[config.mk]
export PLATFORM = sky130hd
export DESIGN_NAME = motor_pwm_ramp
export DESIGN_NICKNAME = d
export VERILOG_FILES = /design/src/rtl/motor_pkg.sv /design/src/rtl/pwm_core.sv /design/src/rtl/motor_pwm_ramp.sv
export SDC_FILE = /design/constraint.sdc
export NUM_CORES = 1
export LEC_CHECK = 0
export ABC_AREA = 1
export BUFFER_PORTS_ARGS = -buffer_cell sky130_fd_sc_hd__buf_2
export CORE_UTILIZATION = 40
export CTS_CLUSTER_DIAMETER = 30
export DETAILED_ROUTE_END_ITERATION = 7
export PLACE_DENSITY_LB_ADDON = 0.3
export SLEW_MARGIN = 10
export SYNTH_ARGS = -nofsm -noshare
export SYNTH_HDL_FRONTEND = slang
export SYNTH_SLANG_ARGS = --single-unit
[constraint.sdc]
create_clock -name clk -period 5.26 [get_ports clk]
set_clock_uncertainty 0.1 [all_clocks]
set_input_delay 1.052 -clock clk [delete_from_list [all_inputs] [get_ports clk]]
set_output_delay 1.052 -clock clk [all_outputs]
set_load 0.01 [all_outputs]
[src/rtl/motor_pkg.sv]
// Shared definitions for the motor PWM ramp block.
// Contents: FSM state encoding, duty width, last PWM phase value, and the
// saturating ramp step helper used when MOTOR_PWM_RAMP_EN is defined.
package motor_pkg;

    localparam int unsigned DUTY_W = 8;
    localparam logic [7:0]  PHASE_MAX = 8'd254;

    localparam logic [1:0] ST_IDLE      = 2'd0;
    localparam logic [1:0] ST_RAMP_UP   = 2'd1;
    localparam logic [1:0] ST_RUN       = 2'd2;
    localparam logic [1:0] ST_RAMP_DOWN = 2'd3;

    // One ramp step from cur toward dst, never overshooting dst. The 9-bit
    // intermediates keep cur+step and cur-step from wrapping.
    function automatic logic [DUTY_W-1:0] ramp_toward(input logic [DUTY_W-1:0] cur,
                                                      input logic [DUTY_W-1:0] dst,
                                                      input logic [DUTY_W-1:0] step);
        logic [DUTY_W:0]   up;
        logic [DUTY_W:0]   dn;
        logic [DUTY_W-1:0] res;
        up  = {1'b0, cur} + {1'b0, step};
        dn  = {1'b0, cur} - {1'b0, step};
        res = cur;
        if (cur < dst) begin
            res = (up > {1'b0, dst}) ? dst : up[DUTY_W-1:0];
        end else if (cur > dst) begin
            res = (dn[DUTY_W] || (dn[DUTY_W-1:0] < dst)) ? dst : dn[DUTY_W-1:0];
        end
        return res;
    endfunction

endpackage

[src/rtl/pwm_core.sv]
// PWM generator: prescaler, 0..254 phase counter, period-boundary duty latch
// and registered compare.
// Ports:
//   clk, rst_n   clock, asynchronous active-low reset
//   duty_now     duty to latch at the next period boundary
//   pwm_out      registered PWM, high while phase < latched duty
//   period_end   one-cycle strobe in the cycle the phase wraps 254 -> 0
module pwm_core
    import motor_pkg::*;
#(
    parameter int unsigned PRESCALE = 125
) (
    input  logic              clk,
    input  logic              rst_n,
    input  logic [DUTY_W-1:0] duty_now,
    output logic              pwm_out,
    output logic              period_end
);

    localparam int unsigned TICK_W = (PRESCALE > 1) ? $clog2(PRESCALE) : 1;

    logic [TICK_W-1:0] tick_q, tick_d;
    logic [7:0]        phase_q, phase_d;
    logic [DUTY_W-1:0] duty_lat_q, duty_lat_d;
    logic              pwm_q, pwm_d;
    logic              tick_wrap;

    assign tick_wrap  = (tick_q == TICK_W'(PRESCALE - 1));
    assign period_end = tick_wrap && (phase_q == PHASE_MAX);

    always_comb begin
        tick_d     = tick_wrap ? '0 : tick_q + TICK_W'(1);
        phase_d    = phase_q;
        if (tick_wrap) begin
            phase_d = (phase_q == PHASE_MAX) ? 8'd0 : phase_q + 8'd1;
        end
        duty_lat_d = period_end ? duty_now : duty_lat_q;
        // Compare against next-state values so the registered output lines up
        // with the phase it describes; duty 255 never drops since phase <= 254.
        pwm_d      = (phase_d < duty_lat_d);
    end

    always_ff @(posedge clk or negedge rst_n) begin
        if (!rst_n) begin
            tick_q     <= '0;
            phase_q    <= '0;
            duty_lat_q <= '0;
            pwm_q      <= 1'b0;
        end else begin
            tick_q     <= tick_d;
            phase_q    <= phase_d;
            duty_lat_q <= duty_lat_d;
            pwm_q      <= pwm_d;
        end
    end

    assign pwm_out = pwm_q;

endmodule

[src/rtl/motor_pwm_ramp.sv]
// H-bridge enable PWM with soft start/stop duty ramp and zero-duty direction
// gating.
// Ports:
//   clk, rst_n    clock, asynchronous active-low reset
//   en_in         run request
//   dir_in        requested direction
//   duty_target   target duty (0 = off, 255 = 100%)
//   pwm_out       bridge enable PWM
//   dir_out       bridge direction, only updated while duty_now == 0
//   duty_now      duty currently applied
//   busy          high in every state except IDLE
// Build option: MOTOR_PWM_RAMP_EN enables stepped ramping; without it duty
// jumps to its destination at the next period boundary.
module motor_pwm_ramp
    import motor_pkg::*;
#(
    parameter int unsigned       PRESCALE  = 125,
    parameter int unsigned       RAMP_DIV  = 4,
    parameter logic [DUTY_W-1:0] RAMP_STEP = 8'd1
) (
    input  logic              clk,
    input  logic              rst_n,
    input  logic              en_in,
    input  logic              dir_in,
    input  logic [DUTY_W-1:0] duty_target,
    output logic              pwm_out,
    output logic              dir_out,
    output logic [DUTY_W-1:0] duty_now,
    output logic              busy
);

    logic [1:0]        state_q, state_d;
    logic [DUTY_W-1:0] duty_q, duty_d;
    logic              dir_q, dir_d;
    logic              period_end;
    logic              step_now;
    logic [DUTY_W-1:0] run_next;
    logic [DUTY_W-1:0] down_next;
    logic              abort;

    pwm_core #(
        .PRESCALE (PRESCALE)
    ) u_pwm_core (
        .clk        (clk),
        .rst_n      (rst_n),
        .duty_now   (duty_q),
        .pwm_out    (pwm_out),
        .period_end (period_end)
    );

`ifdef MOTOR_PWM_RAMP_EN
    localparam int unsigned DIV_W = (RAMP_DIV > 1) ? $clog2(RAMP_DIV) : 1;

    logic [DIV_W-1:0] div_q, div_d;
    logic             div_last;

    assign div_last = (div_q == DIV_W'(RAMP_DIV - 1));

    // Divider restarts from IDLE so every start sees a full RAMP_DIV wait.
    always_comb begin
        div_d = div_q;
        if (state_q == ST_IDLE) begin
            div_d = '0;
        end else if (period_end) begin
            div_d = div_last ? '0 : div_q + DIV_W'(1);
        end
    end

    always_ff @(posedge clk or negedge rst_n) begin
        if (!rst_n) begin
            div_q <= '0;
        end else begin
            div_q <= div_d;
        end
    end

    assign step_now  = period_end && div_last;
    assign run_next  = ramp_toward(duty_q, duty_target, RAMP_STEP);
    assign down_next = ramp_toward(duty_q, '0, RAMP_STEP);
`else
    // Ramp parameters have no effect when ramping is compiled out.
    logic unused_ramp_cfg;
    assign unused_ramp_cfg = ^{RAMP_STEP, 32'(RAMP_DIV)};

    assign step_now  = period_end;
    assign run_next  = duty_target;
    assign down_next = '0;
`endif

    assign abort = !en_in || (dir_in != dir_q) || (duty_target == '0);

    always_comb begin
        state_d = state_q;
        duty_d  = duty_q;
        dir_d   = dir_q;
        case (state_q)
            ST_IDLE: begin
                duty_d = '0;
                // Direction is only taken here, where duty is known to be 0.
                if (en_in && (duty_target != '0)) begin
                    dir_d   = dir_in;
                    state_d = ST_RAMP_UP;
                end
            end
            ST_RAMP_UP, ST_RUN: begin
                if (abort) begin
                    state_d = ST_RAMP_DOWN;
                end else begin
                    if (step_now) begin
                        duty_d = run_next;
                    end
                    if ((state_q == ST_RAMP_UP) && (duty_d == duty_target)) begin
                        state_d = ST_RUN;
                    end
                end
            end
            ST_RAMP_DOWN: begin
                if (step_now) begin
                    duty_d = down_next;
                end
                if (duty_d == '0) begin
                    state_d = ST_IDLE;
                end
            end
            default: begin
                state_d = ST_IDLE;
                duty_d  = '0;
            end
        endcase
    end

    always_ff @(posedge clk or negedge rst_n) begin
        if (!rst_n) begin
            state_q <= ST_IDLE;
            duty_q  <= '0;
            dir_q   <= 1'b0;
        end else begin
            state_q <= state_d;
            duty_q  <= duty_d;
            dir_q   <= dir_d;
        end
    end

    assign dir_out  = dir_q;
    assign duty_now = duty_q;
    assign busy     = (state_q != ST_IDLE);

endmodule

After elaboration in Yosys (flattened, before gate mapping)
Cells that the tools add are included.

Latch bits: 0. Bits in registers: 35. Logic and storage cells: 51. Bits of input ports: 12. Output and inout port bits: 11. Memory bits (writable): 0. ROM bits: 0. Memories kept: 0.

Add/sub/neg operators: 2. Shifts and indexed selects: 0. Eq/ne operators: 11. Divide/modulo/power cells: 0. Reduce and logical (&&, ||, !) cells: 14. $mul: 0. Order comparisons: 1. Mux-type cells: 16. Bitwise gates (word level): 0.

Operator list (number): two-way mux 8 bit (9); case mux 8 bit (3 select lines) (1); logical NOT 8 bit (2); adder 8 x 1 -> 8 bit, second input constant (1); == test 8 bit (1); == test 8 bit, second input constant (1); less-than comparator 8 bit (1); two-way mux 2 bit (4); nonzero test 8 bit (1); adder 7 x 1 -> 7 bit, second input constant (1); == test 7 bit, second input constant (1); two-way mux 7 bit (1); inequality test 2 bit, second input constant (3); case mux 2 bit (3 select lines) (1); == test 2 bit, second input constant (2); logical AND 1 bit (3); inequality test 3 bit, second input constant (1); AND reduction 3 bit (1); == test 2 x 1 -> 1 bit, second input constant (1); logical NOT 2 bit (1); logical OR 1 bit (2); AND reduction 2 bit (1); nonzero test 2 bit (1); OR reduction 2 bit (1); other kinds (2) (2).

Longest topological paths before layout
Gate-level depths: netlist (run 1).

Depth after elaboration: 10. Mapped depth: 15. Depth with buffers taken out: 14.

Modules after synthesis
Synthesis (run 1) repeated with hierarchy kept, for this count alone.

Cell total of the unflattened synthesis: 296. Area, all modules: 2338.5 um^2.

Modules (own cells, without submodules): pwm_core (sequential area each 600.6 um^2, instances 1, cells each 150, area each 1348.8 um^2); motor_pwm_ramp (sequential area each 275.3 um^2, instances 1, cells each 146, area each 989.7 um^2).

Worst setup path after synthesis (run 1)
No wires, ideal clock.

Path kind: register to register. Start point: reg u_pwm_core.tick_q[0]. End point: reg u_pwm_core.pwm_q, in the netlist u_pwm_core.pwm_out. Path slack: 3.075 ns. Data arrival time: 2.012 ns. Setup time: 0.073 ns. Stages on the path, launching flop included: 15. Clock period less this slack: 2.185 ns. Data required time: 5.087 ns. Buffers on the path: 0. Cell sequence: dfrtp_1 > inv_1 > ha_1 > nand3_1 > nor2_4 > inv_1 > nor2_4 > nand3_1 > nor2_1 > o21ai_0 > a21oi_1 > ha_1 > a21oi_1 > o21ai_0 > a21oi_2.

Elaborated cells between the ends (all ways): 5. Classes of those cells: order compare: 1; eq/ne: 1; mux: 2; reduce/logical: 1.

RTL lines: start: declaration (line pwm_core.sv:22) `logic [TICK_W-1:0] tick_q, tick_d;`; start signal: assignment (line pwm_core.sv:50) `tick_q <= tick_d;`; == test 7 bit (line pwm_core.sv:28) `assign tick_wrap = (tick_q == TICK_W'(PRESCALE - 1));`; two-way mux 8 bit (line pwm_core.sv:34) `if (tick_wrap) begin`; named net u_pwm_core.phase_d[7] (line pwm_core.sv:23) `logic [7:0] phase_q, phase_d;`; less-than comparator 8 bit (line pwm_core.sv:40) `pwm_d = (phase_d < duty_lat_d);`; named net u_pwm_core.pwm_d (line pwm_core.sv:25) `logic pwm_q, pwm_d;`; end signal: assignment (line pwm_core.sv:53) `pwm_q <= pwm_d;`; end: declaration (line pwm_core.sv:25).

The timed path passes the listed nets, and every way through them passes these cells. A chain may end at the register's enable or synchronous reset.

Worst setup path after layout (run 1)
Same ends and word-level chain as after synthesis.

==> impl_metrics.yaml, run 1 <==
pwr:
  power_frac_clock_pct: 28.1
  combPwrFrac_pct: 29.2
  intPower_uw: 434
  irDropWorstVdd_v: 0.000219
  p_sw_share_pct: 36.7
  seqPwrFrac_pct: 42.7
  p_leak_nw: 1.21
  p_per_area_nw_per_um2: 291
  p_switching_uw: 252
timing:
  tightest_slew_ns: 0.805
  drv_slew: 0
  timing.final.hold_violations: 0
  period_share_pct: 49.9
  rsz0062_at_grt: "false"
  fin_crit_ns: 2.63
  setup_violations: 0
  max_freq_mhz: 381
  setup_tns_ns: 0
  slew_headroom_pct: 46.3
worst_setup_path:
  r2r-start: "u_pwm_core.tick_q[0]"
  crit_path_max_incr_delay_ns: 0.41
  regToRegSetupSlack_ns: 2.63
  worstPathRequired_ns: 5.38
  worstSetupEndpointType: "flip-flop"
  crit_buf_inv: 2
  critical-path-top-delay-family: "simple AND/OR/NAND/NOR gates"
  crit_path_cell_trace: "inv_1, ha_1, nand3_1, nor2_4, inv_1, nor2_4, nand3_1, nor2_1, o21ai_0, a21oi_1, ha_1, a21oi_1, o21ai_0, a21oi_2"
  cpMaxStageDelayCell: "dfrtp_1"
  crit_arrival_ns: 2.75
  r2r_cells: 14
  critical_path_class: "reg2reg"
  critPathMaxFanout: 12
  critPathLaunchType: "flip-flop"
  r2r-end: "u_pwm_core.pwm_out"
finish:
  nets: 312
  insertedDiodeCount: 0
  finalInstanceArea_um2: 2360
  area_growth_pct: 11.7
  fillers: 528
  drive_gt1_share_pct: 16.4
clock_network:
  clockRootBuffer: "clkbuf_8"
  path_clk_slew_ns: 0.07
  cts_buffer_depth: 2
  postCtsResizedCells: 0
  htreeDepth: 2
  cts_buffers: 5
  cts.sinks: 35
  cts_tree: "yes"
  cts_setup_buffers: 0
  holdBufCountCts: 0
  clock_latency_ns: 0.30
floorplanning:
  die_w_um: 74.7
  pin_count: 23
  core_area_um2: 5110
  dieArea_um2: 5570
  rows: 26
  fp.dieH_um: 74.7
  initial_core_util_pct: 41.4
synthesis:
  synth_top_cell_by_area: "dfrtp_1"
  netlist_area_um2: 2110
  synth_top_area_share_pct: 41.5
  synth_nets: 287
  ys_types: 29
  synthSimpleGateAreaFrac_pct: 24.3
  synth-xor-area-share_pct: 2.90
  synth_async_sr_flop_share_pct: 100
  synthAdderAreaFrac_pct: 8.29
  syn_inst: 261
  ys_warn_count: 0
  ys_ff_latch: 35
  synth_area_per_cell_um2: 8.09
  yosysSeqAreaShare_pct: 41.5
  ys_top_cells_by_count: "nand2_1 (57), inv_1 (38), dfrtp_1 (35)"
  synth_top_family_by_area: "simple AND/OR/NAND/NOR gates"
  ys.flop_type: "dfrtp_1"
  ys_top_cells_by_area: "dfrtp_1 (41%), nand2_1 (10%), ha_1 (8.3%)"
  synth-edff-count: 0
  muxShareOfSynthArea_pct: 0.533
  yosysMostFrequentCell: "nand2_1"
  synth_compound_area_share_pct: 13.9
drt:
  post_drt_wl_per_cell_um: 12.4
  num_vias: 1760
  ant_nets: 0
  first_iter_violations: 123
  drc: 0
  dr.pass1.iters: 4
  via_per_inst: 4.93
  drt-total-wl_mm: 4.44
placement:
  place_congestion: 0.856
  dpl.hpwl_mm: 3.21
  numPortBuffers: 22
  place_area_um2: 2280
grt:
  grt_remaining_overflow: 0
  track_usage_pct: 18.4
  antenna_found_initial: 0
  grt_pass1_vias: 1630
  grt_pass1_wl_mm: 7.45
  grt_max_degree: 36
worst_hold_path:
  min_to: "u_pwm_core.duty_lat_q[0]"
  hp-start: "u_pwm_core.duty_lat_q[0]"
  hold_path.class: "reg2reg"
  hold_depth: 2
run_status:
  status: "complete, no violations"
run:
  drv_cap: 0
==> state kept, by name, summed over array words and instances, names as in the netlist <==
register and cells:
duty_now 8, u_pwm_core.duty_lat_q 8, dir_out 1, state_q 2, u_pwm_core.pwm_out 1, u_pwm_core.phase_q 8
u_pwm_core.tick_q 7
==> cells by family (layout without fill, tap and decap cells) <==
| family | after synthesis | in the layout |
|---|---|---|
| AO/OA/AOI/OAI | 50 | 50 |
| XOR/XNOR | 7 | 7 |
| adder cells (fa/ha/maj) | 14 | 14 |
| buffers and inverters | 44 | 70 |
| flip-flops | 35 | 35 |
| multiplexers | 1 | 1 |
| AND/OR/NAND/NOR | 110 | 110 |
==> tightest hold or removal path: stages (launching register included) <==
cell     delay, ns
dfrtp_1       0.33
nand2_1       0.05
nand2_1       0.06
==> final cells by class <==
type | count | area (µm²) | area share [%]
inverter | 40 | 151 | 6.42
clock inverter | 1 | 5.00 | 0.212
tap | 70 | 87.6 | 3.71
clock buffer | 7 | 76.3 | 3.23
multi-input combinational | 182 | 1050 | 44.6
timing repair buffer | 22 | 110 | 4.67
sequential | 35 | 876 | 37.1
==> power groups by stage <==
| stage | clock, mW | sequential (mW) | combinational, mW |
|---|---|---|---|
| after floorplan | 0 | 0.298 | 0.145 |
| after global placement | 0 | 0.297 | 0.197 |
| after CTS | 0.201 | 0.293 | 0.197 |
| after detailed placement | 0 | 0.298 | 0.198 |
| final | 0.193 | 0.293 | 0.200 |
| after global routing | 0.208 | 0.295 | 0.220 |
==> layer usage <==
metal | wire length (µm) | GRT usage [%]
met5 | 0 | 0
met4 | 104 | 11.3
met3 | 239 | 3.88
met2 | 1960 | 26.8
met1 | 2140 | 25.2
==> worst max path at each step <==
stage                                     from            endpoint  slack, ns  depth (start not counted)
after global routing      u_pwm_core.tick_q[0]  u_pwm_core.pwm_out       2.33                         14
after detailed placement  u_pwm_core.tick_q[0]  u_pwm_core.pwm_out       2.64                         14
after floorplan           u_pwm_core.tick_q[0]  u_pwm_core.pwm_out       3.08                         14
final                     u_pwm_core.tick_q[0]  u_pwm_core.pwm_out       2.63                         14
after CTS                 u_pwm_core.tick_q[0]  u_pwm_core.pwm_out       2.63                         14
after global placement    u_pwm_core.tick_q[0]  u_pwm_core.pwm_out       2.68                         14
==> metrics by stage <==
stage | hold WS (ns) | worst slack, ns | util, % | power [mW] | cells
after floorplan | 0.338 | 3.08 | - | 0.443 | 261
after global placement | 0.355 | 2.68 | 44.6 | 0.494 | 349
after detailed placement | 0.359 | 2.64 | 44.6 | 0.495 | 349
after CTS | 0.378 | 2.63 | 46.2 | 0.691 | 357
after global routing | 0.391 | 2.33 | 46.2 | 0.723 | 357
final | 0.373 | 2.63 | 46.2 | 0.686 | 357
==> cell usage in the layout (no fill, tap or decap), drive strengths merged <==
master / instances
a21oi: 13
nand4: 6
mux2: 1
nand3: 24
clkinv: 2
xnor2: 6
nor2: 18
nor3b: 1
clkbuf: 7
o22ai: 2
o211ai: 1
nand2: 58
dfrtp: 35
nor3: 3
inv: 39
ha: 14
buf: 22
xor2: 1
a2bb2oi: 1
o21ai: 33
Note: power is estimated with default switching activity, not from simulation.
==> run 2, diff against run 1 <==
==> constraint.sdc (replaced) <==
create_clock -name clk -period 2.42 [get_ports clk]
set_clock_uncertainty 0.1 [all_clocks]
set_input_delay 0.484 -clock clk [delete_from_list [all_inputs] [get_ports clk]]
set_output_delay 0.484 -clock clk [all_outputs]
set_load 0.01 [all_outputs]
==> run 2 against run 1 <==
Effect of this change: worst setup slack worse by 2.5 ns; via count is 0.51% lower; non-clock buffer count is 7 higher; largest cell class unchanged; highest routed layer unchanged.
==> impl_metrics.yaml, run 2 (synthesis results as in run 1) <==
worst_setup_path:
  critical_path_class: "reg2reg"
  critPathLaunchType: "flip-flop"
  worstSetupEndpointType: "flip-flop"
  critPathMaxFanout: 5
  worstPathRequired_ns: 2.54
  crit_arrival_ns: 2.37
drt:
  top_layer_used: "met4"
  num_vias: 1751
  met2WireLength_mm: 1.96
  via_per_inst: 4.81
  first_iter_violations: 81
  drt-total-wl_mm: 4.39
  ant_nets: 0
  wl_met1_mm: 2.13
  drc: 0
  wl_met3_um: 234
  post_drt_wl_per_cell_um: 12.1
  dr.pass1.iters: 4
timing:
  fin_crit_ns: 2.24
  worst_slack_ns: 0.176
  period_share_pct: 92.7
  drv_slew: 0
  timing.final.hold_violations: 0
  slew_headroom_pct: 47.9
  max_freq_mhz: 446
  tightest_slew_ns: 0.781
  setup_violations: 0
placement:
  place_congestion: 0.839
  dpl.hpwl_mm: 3.26
  place_inst: 352
  numPortBuffers: 22
  place_ws_ns: 0.0452
clock_network:
  clockRootBuffer: "clkbuf_8"
  clock_latency_ns: 0.29
  cts_buffer_depth: 2
  htreeDepth: 2
  cts_buffers: 5
  cts.sinks: 35
  path_clk_slew_ns: 0.08
  cts_tree: "yes"
  holdBufCountCts: 0
pwr:
  p_switching_uw: 545
  irDropWorstVdd_v: 0.000374
  p_leak_nw: 1.27
  power_frac_clock_pct: 34.2
  intPower_mw: 1.07
  combPwrFrac_pct: 26.5
  seqPwrFrac_pct: 39.3
  p_sw_share_pct: 33.7
  p_per_area_nw_per_um2: 651
run:
  drv_cap: 0
finish:
  multi_input_area_um2: 1090
  mostFrequentLayoutCell: "nand2_1"
  nets: 319
  area_growth_pct: 17.8
  drive_gt1_share_pct: 21.8
  final-seq-area_um2: 876
  insertedDiodeCount: 0
  fin_cells: 364
  final_cell_mix: "nand2_1 (57), inv_1 (37), dfrtp_1 (35)"
  fillers: 500
  post-route-util_pct: 48.7
floorplanning:
  pin_count: 23
  core_area_um2: 5110
  die_w_um: 74.7
  initial_core_util_pct: 41.4
  fp.dieH_um: 74.7
  dieArea_um2: 5570
  rows: 26
worst_hold_path:
  hold_path.class: "in2async"
grt:
  grt_max_degree: 36
  grt_pass1_wl_mm: 7.47
  antenna_found_initial: 0
  track_usage_pct: 18.1
  grt_pass1_vias: 1621
  grt_remaining_overflow: 0
run_status:
  status: "complete, no violations"
[run 2: layout make-up]
cell class / count / share of cell area [%]
Clock inverter: 2 / 1.41
Timing Repair Buffer: 29 / 6.54
Multi-Input combinational cell: 182 / 43.7
Sequential cell: 35 / 35.2
Tap cell: 70 / 3.52
Inverter: 40 / 6.33
Clock buffer: 6 / 3.32
[run 2: worst max-delay path: stages, from the launching register on]
cell     delay, ns
dfrtp_1       0.40
inv_1         0.07
ha_2          0.16
nand3_2       0.07
nor2_4        0.16
inv_2         0.07
nor2_4        0.14
nand3_2       0.10
nor2_4        0.13
o21ai_1       0.08
a21oi_2       0.13
ha_1          0.26
a21oi_2       0.12
o21ai_1       0.08
a21oi_2       0.09
[run 2: through the flow]
stage	hold slack [ns]	cell area, µm²	setup TNS (ns)	power (mW)
final	0.164	2490	0	1.62
after global routing	0.247	2490	-0.0317	1.72
after CTS	0.207	2420	0	1.63
after detailed placement	0.356	2300	0	1.07
after global placement	0.354	2300	0	1.07
after floorplan	0.0884	2110	0	0.964
[run 2: layer usage]
layer | track usage (%) | vias up
met5 | 0 | -
met4 | 7.34 | 0
met3 | 4.82 | 6
met2 | 27.1 | 33
met1 | 25.0 | 800
li1 | - | 912
[run 2: power by group through the flow]
stage          combinational (mW)  clock, mW  sequential [mW]
3_5_place_dp                0.425          0            0.649
5_1_grt                     0.489      0.591            0.641
4_1_cts                     0.428      0.563            0.637
6_report                    0.430      0.553            0.636
2_1_floorplan               0.315          0            0.649
3_3_place_gp                0.423          0            0.646
[run 2: final timing paths]
check	cells past startpoint	slack (ns)	end	start
min reg2reg	1	0.37	u_pwm_core.tick_q[0]	u_pwm_core.tick_q[0]
max in group asynchronous	1	1.55	u_pwm_core.phase_q[0]	rst_n
max reg2reg	14	0.18	u_pwm_core.pwm_out	u_pwm_core.tick_q[0]
max	14	0.18	u_pwm_core.pwm_out	u_pwm_core.tick_q[0]
min in group clk	2	0.36	dir_out	dir_in
min	1	0.16	state_q[1]	rst_n
[run 2: repair_timing]
action	4_1_cts	5_1_grt
endpoints found under the setup margin	0	1
resized for setup	0	15
buffers inserted	0	4
